[config.mk]
export PLATFORM = sky130hd
export DESIGN_NAME = unit_normalize
export DESIGN_NICKNAME = d
export VERILOG_FILES = /design/src/rtl/fpu_pkg.sv /design/src/rtl/lzc28.sv /design/src/rtl/unit_normalize.sv
export SDC_FILE = /design/constraint.sdc
export NUM_CORES = 1
export LEC_CHECK = 0
export ABC_CLOCK_PERIOD_IN_PS = 1700
export CAP_MARGIN = 0
export CORE_MARGIN = 3
export CORE_UTILIZATION = 55
export CTS_CLUSTER_SIZE = 10
export DETAILED_ROUTE_END_ITERATION = 8
export PLACE_DENSITY = 0.85
export SLEW_MARGIN = 5
export SYNTH_ARGS = -nofsm -noshare
export SYNTH_HDL_FRONTEND = slang
export SYNTH_SLANG_ARGS = --single-unit
[constraint.sdc]
create_clock -name i_clk -period 1.7 [get_ports i_clk]
set_input_delay 0.17 -clock i_clk [delete_from_list [all_inputs] [get_ports i_clk]]
set_output_delay 0.17 -clock i_clk [all_outputs]
set_load 0.1 [all_outputs]
[src/rtl/fpu_pkg.sv]
// Shared FPU datapath definitions.
// Widths, special exponent and the normalized-result bundle.
package fpu_pkg;

    localparam int EXP_W = 8;
    localparam int MANT_W = 28;
    localparam int LZC_W = 5;

    localparam logic [EXP_W-1:0] EXP_SPECIAL = 8'hFF;
    localparam logic [EXP_W-1:0] EXP_ZERO = 8'h00;

    typedef struct packed {
        logic [EXP_W-1:0]  exp;
        logic [MANT_W-1:0] mant;
        logic              ov;
        logic              un;
    } norm_t;

endpackage

[src/rtl/lzc28.sv]
// 28-bit leading-zero counter, binary tree encoder.
// All-zero input yields 28.
module lzc28 (
    input  logic [27:0] mant_i,
    output logic [4:0]  cnt_o
);

    logic [31:0] pad;
    logic [15:0] y16;
    logic [7:0]  y8;
    logic [3:0]  y4;
    logic [1:0]  y2;
    logic        z16;
    logic        z8;
    logic        z4;
    logic        z2;
    logic        z1;

    // Pad low end with ones so the count saturates at 28,
    // then halve the window each level toward the first one.
    always_comb begin
        pad = {mant_i, 4'hF};
        z16 = ~|pad[31:16];
        y16 = z16 ? pad[15:0] : pad[31:16];
        z8 = ~|y16[15:8];
        y8 = z8 ? y16[7:0] : y16[15:8];
        z4 = ~|y8[7:4];
        y4 = z4 ? y8[3:0] : y8[7:4];
        z2 = ~|y4[3:2];
        y2 = z2 ? y4[1:0] : y4[3:2];
        z1 = ~y2[1];
        cnt_o = {z16, z8, z4, z2, z1};
    end

endmodule

[src/rtl/unit_normalize.sv]
// Post-add/sub normalization stage of the FPU.
// Right-shift on carry, else left-normalize by LZC; 1-cycle latency.
module unit_normalize
    import fpu_pkg::*;
(
    input  logic              i_clk,
    input  logic              i_rst,
    input  logic              aos_alu,
    input  logic [EXP_W-1:0]  i_exp,
    input  logic [MANT_W-1:0] i_mant,
    input  logic              c_alu,
    output logic [EXP_W-1:0]  o_exp,
    output logic [MANT_W-1:0] o_mant,
    output logic              o_ov_fl,
    output logic              o_un_fl
);

    logic [LZC_W-1:0]  lz_cnt;
    logic [EXP_W-1:0]  lz_ext;
    logic [MANT_W-1:0] sh1;
    logic [MANT_W-1:0] sh2;
    logic [MANT_W-1:0] sh4;
    logic [MANT_W-1:0] sh8;
    logic [MANT_W-1:0] shl;
    logic [EXP_W-1:0]  exp_inc;
    logic [EXP_W-1:0]  exp_sub;
    logic [EXP_W-1:0]  exp_sat;
    logic              sel;
    logic              mant_zero;
    logic              is_zero;
    norm_t             res_d;
    norm_t             res_q;

    lzc28 u_lzc (
        .mant_i (i_mant),
        .cnt_o  (lz_cnt)
    );

    // Barrel shifter: one stage per bit of the leading-zero count.
    always_comb begin
        sh1 = lz_cnt[0] ? {i_mant[26:0], 1'b0} : i_mant;
        sh2 = lz_cnt[1] ? {sh1[25:0], 2'b0} : sh1;
        sh4 = lz_cnt[2] ? {sh2[23:0], 4'b0} : sh2;
        sh8 = lz_cnt[3] ? {sh4[19:0], 8'b0} : sh4;
        shl = lz_cnt[4] ? {sh8[11:0], 16'b0} : sh8;
    end

    // Exponent arithmetic and zero-result detection.
    always_comb begin
        lz_ext = {3'b000, lz_cnt};
        exp_inc = i_exp + 8'd1;
        exp_sub = i_exp - lz_ext;
        exp_sat = (i_exp > lz_ext) ? exp_sub : EXP_ZERO;
        sel = (i_exp == EXP_SPECIAL);
        mant_zero = (i_mant == '0);
        if (aos_alu) begin
            is_zero = ~c_alu & (i_exp == EXP_ZERO) & mant_zero;
        end else begin
            is_zero = ~c_alu & mant_zero;
        end
    end

    // Result select: special exponent, zero, carry, left-normalize.
    always_comb begin
        res_d = '0;
        unique case (1'b1)
            sel & c_alu: begin
                res_d.exp = EXP_SPECIAL;
                res_d.mant = i_mant;
                res_d.ov = 1'b1;
            end
            sel & ~c_alu: begin
                res_d.exp = EXP_SPECIAL - lz_ext;
                res_d.mant = shl;
                res_d.ov = (lz_cnt == '0);
            end
            ~sel & is_zero: begin
                res_d.un = 1'b1;
            end
            ~sel & ~is_zero & c_alu: begin
                res_d.exp = exp_inc;
                res_d.mant = {1'b0, i_mant[MANT_W-1:1]};
                res_d.ov = (exp_inc == EXP_SPECIAL);
            end
            default: begin
                res_d.exp = exp_sat;
                res_d.mant = shl;
                res_d.un = (exp_sat == EXP_ZERO);
            end
        endcase
    end

    // Output register, cleared asynchronously.
    always_ff @(posedge i_clk or posedge i_rst) begin
        if (i_rst) begin
            res_q <= '0;
        end else begin
            res_q <= res_d;
        end
    end

    assign o_exp = res_q.exp;
    assign o_mant = res_q.mant;
    assign o_ov_fl = res_q.ov;
    assign o_un_fl = res_q.un;

endmodule

==> results.sh, run 1 <==
export IMPL_synth_distinct_cells=66
export IMPL_cts_root_buf="clkbuf_8"
export IMPL_synthFlopType="dfrtp_1"
export IMPL_cts_buffer_depth=2
export IMPL_synth_edff_count=0
export IMPL_avgSynthCellArea_um2=8.368
export IMPL_die_h_um=88.38
export IMPL_io_pins=78
export IMPL_synthCells=446
export IMPL_cts_sinks=38
export IMPL_ys_warn_count=0
export IMPL_portBuffers=77
export IMPL_synth_top_area_cell="dfrtp_1"
export IMPL_synth_seq_cells=38
export IMPL_synth_area_um2=3732
export IMPL_first_error="[ERROR DPL-0038] Utilization greater than 100%, impossible to legalize"
export IMPL_yosys_top_cells_count="nand2_1, mux2i_1, dfrtp_1"
export IMPL_htreeDepth=2
export IMPL_fp_dieW_um=88.38
export IMPL_synthesis_nets=495
export IMPL_outcome="stopped before the end"
export IMPL_rows=29
export IMPL_postCtsSetupBuffers=39
export IMPL_holdBufCountCts=0
export IMPL_pre_cts_slack_ps=-3034
export IMPL_cts_resized=238
export IMPL_start_util_pct=57.79
export IMPL_place_area_um2=5615
export IMPL_ys_seq_area_share_pct=25.48
export IMPL_globalplace_congestion=1.086
export IMPL_synth_top_cells_by_area="dfrtp_1, mux2i_1, nand2_1"
export IMPL_stop_stage="clock tree synthesis (4_1_cts)"
export IMPL_synth_top_cell_area_share_pct=25.48
export IMPL_synth_most_common_cell="nand2_1"
export IMPL_synthArstFlopShare_pct=100.0
export IMPL_dp_cells=716
export IMPL_hpwl_um=12500
export IMPL_numCtsBuffers=5
==> through the flow <==
| step | hold slack, ps | TNS, ps | util, % |
|---|---|---|---|
| floorplan | 279.7 | -63060 | - |
| detailed placement | 604.1 | -93380 | 86.94 |
| global placement | 592.7 | -87670 | 86.94 |
==> logic make-up after synthesis <==
group	Yosys count	share of synthesized area, %
AND/OR/NAND/NOR	147	19.11
adder cells (fa/ha/maj)	9	3.218
XOR/XNOR	10	2.347
flip-flops	38	25.48
buffers and inverters	45	5.229
AO/OA/AOI/OAI	127	25.55
multiplexers	70	19.07
==> run 2, diff against run 1 <==
--- a/config.mk
+++ b/config.mk
@@ -8,10 +8,9 @@
 export ABC_CLOCK_PERIOD_IN_PS = 1700
 export CAP_MARGIN = 0
 export CORE_MARGIN = 3
-export CORE_UTILIZATION = 55
-export CTS_CLUSTER_SIZE = 10
+export CORE_UTILIZATION = 40
 export DETAILED_ROUTE_END_ITERATION = 8
-export PLACE_DENSITY = 0.85
+export PLACE_DENSITY_LB_ADDON = 0.15
 export SLEW_MARGIN = 5
 export SYNTH_ARGS = -nofsm -noshare
 export SYNTH_HDL_FRONTEND = slang
==> results.sh, run 2 <==
export IMPL_drt_total_wl_um=20160
export IMPL_cellLeakagePower_uw=0.003292
export IMPL_grt_pass1_wl_um=27190
export IMPL_ir_drop_v=0.0003667
export IMPL_violations="negative setup slack"
export IMPL_holdBufCountCts=0
export IMPL_layout_common_cells="buf_4, nand2_1, buf_6"
export IMPL_drc=0
export IMPL_tritoncts="yes"
export IMPL_fin_crit_sh_pct=225.1
export IMPL_fmax_mhz=261.3
export IMPL_overflow=0
export IMPL_seq_area_um2=950.9
export IMPL_globalplace_congestion=0.9822
export IMPL_finalHoldViolations=0
export IMPL_antenna_found_initial=1
export IMPL_critPathMaxStageDelay_ps=560
export IMPL_vias=5383
export IMPL_synth_seq_cells=38
export IMPL_critical_path_max_fanout=4
export IMPL_critPathSlowestCell="or4_4"
export IMPL_power_density_nw_per_um2=590.7
export IMPL_synthCells=446
export IMPL_cts_buffer_depth=2
export IMPL_slew_viol_final=0
export IMPL_grt_pass1_vias=4832
export IMPL_die_area_um2=10530
export IMPL_setup_viol=37
export IMPL_drive_gt1_share_pct=58.97
export IMPL_largest_reg_flops=28
export IMPL_synth_top_cell_area_share_pct=25.48
export IMPL_drtIter0Drc=799
export IMPL_die_h_um=102.6
export IMPL_synth_top_family_by_area="compound AO/OA/AOI/OAI gates"
export IMPL_synthArstFlopShare_pct=100.0
export IMPL_cts_sinks=38
export IMPL_n_fill_cell=492
export IMPL_ant_nets=0
export IMPL_synth_simple_area_share_pct=19.11
export IMPL_crit_type="in2reg"
export IMPL_diodes=0
export IMPL_cts_root_buf="clkbuf_8"
export IMPL_pre_cts_slack_ps=-2852
export IMPL_synth_edff_count=0
export IMPL_synthesis_nets=495
export IMPL_outcome="complete, but fails checks"
export IMPL_end_kind="register"
export IMPL_rows=34
export IMPL_yosys_top_cells_count="nand2_1, mux2i_1, dfrtp_1"
export IMPL_avgSynthCellArea_um2=8.368
export IMPL_cp_start_kind="primary input"
export IMPL_place_area_um2=5679
export IMPL_fin_crit_ps=3827
export IMPL_clkTransAtPathRegs_ps=80
export IMPL_synth_area_um2=3732
export IMPL_core_um2=8891
export IMPL_htreeDepth=2
export IMPL_dr_pass1_iters=8
export IMPL_via_per_inst=6.509
export IMPL_synth_top_cells_by_area="dfrtp_1, mux2i_1, nand2_1"
export IMPL_wire_per_inst_um=24.38
export IMPL_tns_ps=-62330
export IMPL_multi_input_comb_area_um2=3485
export IMPL_final_nets=767
export IMPL_ys_seq_area_share_pct=25.48
export IMPL_synthFlopType="dfrtp_1"
export IMPL_fin_util_pct=82.06
export IMPL_path_cells="buf_6 -> or4_4 -> o41ai_4 -> a31oi_4 -> o21a_1 -> o211a_1 -> a211oi_4 -> ha_4 -> inv_4 -> fa_2 -> a21o_1 -> a21oi_2 -> nor2b_2 -> o22ai_2 -> buf_4 -> and2_4 -> nor3_4 -> a221oi_2 -> a31oi_2"
export IMPL_synth_most_common_cell="nand2_1"
export IMPL_synth_distinct_cells=66
export IMPL_worstMarginPinSlew_ps=1216
export IMPL_hpwl_um=12340
export IMPL_synth_compound_area_share_pct=25.54
export IMPL_slew_headroom_pct=18.34
export IMPL_area_growth_pct=95.47
export IMPL_worstPathRequired_ps=1840
export IMPL_setup_ws_ps=-2127
export IMPL_ys_warn_count=0
export IMPL_io_pins=78
export IMPL_synth_top_area_cell="dfrtp_1"
export IMPL_synth_adder_area_share_pct=3.218
export IMPL_start_util_pct=41.98
export IMPL_layout_commonest_cell="buf_4"
export IMPL_post_synth_xor_area_fraction_pct=2.347
export IMPL_power_uw=4310
export IMPL_grt_max_degree=39
export IMPL_portBuffers=77
export IMPL_fp_dieW_um=102.6
export IMPL_design_area_um2=7296
export IMPL_min_path_type="in2async"
export IMPL_arrival_ps=3970
export IMPL_drv_cap=0
export IMPL_rsz0062_at_grt="true"
export IMPL_track_usage_pct=34.08
export IMPL_synthMuxAreaShare_pct=19.07
export IMPL_numCtsBuffers=5
run 2: cell counts after synthesis:
No cell type changed its count.
run 2: metrics by stage:
stage / std cells / hold WS [ps]
2_1_floorplan: 446 / 279.7
3_3_place_gp: 752 / 597.4
3_5_place_dp: 752 / 611.3
4_1_cts: 804 / 298.2
5_1_grt: 827 / 318.2
6_report: 827 / 282.4
run 2: layout make-up:
type | instances | area share [%]
clock buffer | 6 | 1.132
clock inverter | 2 | 0.1715
inverter | 12 | 0.7546
multi-input combinational | 363 | 47.76
sequential | 38 | 13.03
tap | 108 | 1.852
timing repair buffer | 298 | 35.29
run 2: critical path, delay by kind of cell:
| kind | cells | cell delay (ps) |
|---|---|---|
| compound gates | 10 | 2130 |
| simple gates | 4 | 860 |
| fa+ha+maj | 2 | 530 |
| buf+inv | 3 | 280 |
run 2: path summary, 6_finish.rpt:
path	start	endpoint	slack (ps)	depth (start not counted)
setup / recovery	i_mant[12]	o_exp[4]$_DFF_PP0_	-2130	19
hold / removal	i_rst	o_mant[20]$_DFF_PP0_	280	3
max in group asynchronous	i_rst	o_mant[25]$_DFF_PP0_	1100	3
min in group i_clk	i_exp[0]	o_exp[0]$_DFF_PP0_	320	4
run 2: report_power, final:
group | switching (uW) | internal [uW] | leakage, uW
combinational | 1640 | 1020 | 0.00279
sequential | 23.9 | 994 | 0.000456
clock | 310 | 325 | 0.0000472
total | 1970 | 2340 | 0.00329
run 2: logic make-up (layout without fill, tap and decap cells):
kind of cell             count (synthesis)  after routing
AND/OR/NAND/NOR                        147            147
adder cells (fa/ha/maj)                  9              9
buffers and inverters                   45            318
multiplexers                            70             70
AO/OA/AOI/OAI                          127            127
flip-flops                              38             38
XOR/XNOR                                10             10
run 2: per-layer routing:
metal | GRT usage (%) | up-vias | share of wire [%]
met1 | 46.46 | 2458 | 36
met2 | 52.04 | 525 | 44
met5 | 0 | - | 0.064
met3 | 6.901 | 161 | 13
met4 | 15.34 | 2 | 7.1
li1 | - | 2237 | -
run 2: repair_timing:
item,4_1_cts,5_1_grt
pin swaps,56,45
resized for setup,262,70
endpoints found under the setup margin,38,38
gates cloned,1,0
buffers inserted,44,28
No activity file was read; power rests on OpenSTA's default activity.
==> run 3, diff against run 2 <==
--- a/config.mk
+++ b/config.mk
@@ -8,7 +8,7 @@
 export ABC_CLOCK_PERIOD_IN_PS = 1700
 export CAP_MARGIN = 0
 export CORE_MARGIN = 3
-export CORE_UTILIZATION = 40
+export CORE_UTILIZATION = 32
 export DETAILED_ROUTE_END_ITERATION = 8
 export PLACE_DENSITY_LB_ADDON = 0.15
 export SLEW_MARGIN = 5
==> results.sh, run 3 (synthesis gave the netlist of run 2 again) <==
export IMPL_outcome="complete, but fails checks"
export IMPL_violations="negative setup slack"
export IMPL_cellLeakagePower_uw=0.003017
export IMPL_dr_pass1_iters=5
export IMPL_design_area_um2=6452
export IMPL_critPathMaxStageDelay_ps=580
export IMPL_worstMarginPinSlew_ps=1200
export IMPL_setup_viol=37
export IMPL_overflow=0
export IMPL_drc=0
export IMPL_use_met1_pct=34.50
export IMPL_die_h_um=114.0
export IMPL_grt_max_degree=39
export IMPL_drt_total_wl_um=16350
export IMPL_die_area_um2=12990
export IMPL_arrival_ps=3980
export IMPL_tritoncts="yes"
export IMPL_hpwl_um=12500
export IMPL_power_internal_uw=2491
export IMPL_min_path_type="in2async"
export IMPL_fmax_mhz=259.9
export IMPL_ir_drop_v=0.0006904
export IMPL_finalHoldViolations=0
export IMPL_final_nets=722
export IMPL_power_density_nw_per_um2=660.4
export IMPL_drv_cap=0
export IMPL_drtIter0Drc=286
export IMPL_largest_reg_flops=28
export IMPL_ant_nets=0
export IMPL_track_usage_pct=24.95
export IMPL_busiest_layer="met2"
export IMPL_power_frac_clock_pct=24.7
export IMPL_rows=38
export IMPL_fin_util_pct=58.00
export IMPL_htreeDepth=2
export IMPL_setup_ws_ps=-2148
export IMPL_wire_per_inst_um=20.11
export IMPL_slew_viol_final=0
export IMPL_layout_common_cells="buf_4, nand2_1, mux2i_1"
export IMPL_vias=4605
export IMPL_area_growth_pct=72.88
export IMPL_antenna_found_initial=0
export IMPL_grt_pass1_wl_um=25300
export IMPL_fp_dieW_um=114.0
export IMPL_fin_crit_sh_pct=226.4
export IMPL_end_kind="register"
export IMPL_critPathSlowestCell="or4_4"
export IMPL_start_util_pct=33.55
export IMPL_slew_headroom_pct=19.40
export IMPL_power_frac_comb_pct=51.3
export IMPL_crit_type="in2reg"
export IMPL_io_pins=78
export IMPL_drive_gt1_share_pct=47.99
export IMPL_layout_commonest_cell="buf_4"
export IMPL_path_cells="buf_6 -> or4_4 -> o41ai_4 -> a31oi_4 -> o21a_1 -> o211a_1 -> a211oi_4 -> ha_4 -> inv_4 -> fa_2 -> a21o_1 -> a21oi_2 -> nor2b_2 -> o22ai_2 -> nand2_2 -> a2111oi_4 -> buf_4 -> a311oi_2"
export IMPL_cts_sinks=38
export IMPL_cts_buffer_depth=2
export IMPL_worstPathRequired_ps=1830
export IMPL_globalplace_congestion=0.9543
export IMPL_numCtsBuffers=5
export IMPL_cp_start_kind="primary input"
export IMPL_grt_pass1_vias=4601
export IMPL_critical_path_max_fanout=3
export IMPL_grtUsageMet3_pct=3.395
export IMPL_diodes=0
export IMPL_via_per_inst=5.664
export IMPL_pre_cts_slack_ps=-2964
export IMPL_portBuffers=77
export IMPL_core_um2=11130
export IMPL_p_seq_share_pct=24.0
export IMPL_grt_use_met2_pct=38.72
export IMPL_place_area_um2=5712
export IMPL_clkTransAtPathRegs_ps=50
export IMPL_power_switching_uw=1770
export IMPL_p_sw_share_pct=41.53
export IMPL_n_fill_cell=1006
export IMPL_fin_crit_ps=3848
export IMPL_rsz0062_at_grt="true"
export IMPL_cts_root_buf="clkbuf_16"
## run 3: worst paths after layout
check	startpoint	end	cells after the start
max	i_mant[26]	o_exp[3]$_DFF_PP0_	18
min	i_rst	o_exp[7]$_DFF_PP0_	3
max in group asynchronous	i_rst	o_mant[19]$_DFF_PP0_	3
min in group i_clk	i_exp[0]	o_exp[0]$_DFF_PP0_	4
## run 3: per-layer routing
metal | routed length [um] | up-vias
met3 | 1135 | 48
met1 | 7179 | 2202
met5 | 0 | -
met4 | 619 | 0
met2 | 7415 | 206
li1 | - | 2149
## run 3: timing repair
item                                    CTS  global route
resized for setup                       122            32
hold buffers                              0             0
endpoints found under the setup margin   38            38
cloned                                    1             0
pin swaps                                37            11
buffers inserted                         20             4
## run 3: cell type report
type / instances / area [um2] / share of cell area (%)
multi-input combinational: 363 / 3039 / 47.10
sequential: 38 / 950.9 / 14.74
tap: 140 / 175.2 / 2.715
inverter: 12 / 47.55 / 0.7369
timing repair buffer: 253 / 2071 / 32.09
clock buffer: 6 / 138.9 / 2.152
clock inverter: 1 / 30.03 / 0.4654
## run 3: stage by stage
stage          TNS [ps]  hold slack (ps)  total power [uW]  instances
3_3_place_gp     -90260            595.0              3041        783
4_1_cts          -64000            314.5              4210        809
2_1_floorplan    -63060            279.7              2306        446
5_1_grt          -69350            333.6              4438        813
3_5_place_dp     -92270            609.4              3048        783
6_report         -65570            291.7              4261        813
## run 3: power groups by stage
stage | Sequential, uW | Combinational, uW | Clock [uW]
floorplan | 1720 | 585 | 0
global placement | 1040 | 2010 | 0
detailed placement | 1040 | 2010 | 0
CTS | 1020 | 2120 | 1060
global route | 1030 | 2290 | 1120
finish | 1020 | 2190 | 1050
## run 3: worst max-delay path, delay by kind of cell
family	cells	cell delay [ps]
buffers and inverters	3	290
AND/OR/NAND/NOR	3	770
AO/OA/AOI/OAI	10	2200
adder cells (fa/ha/maj)	2	530
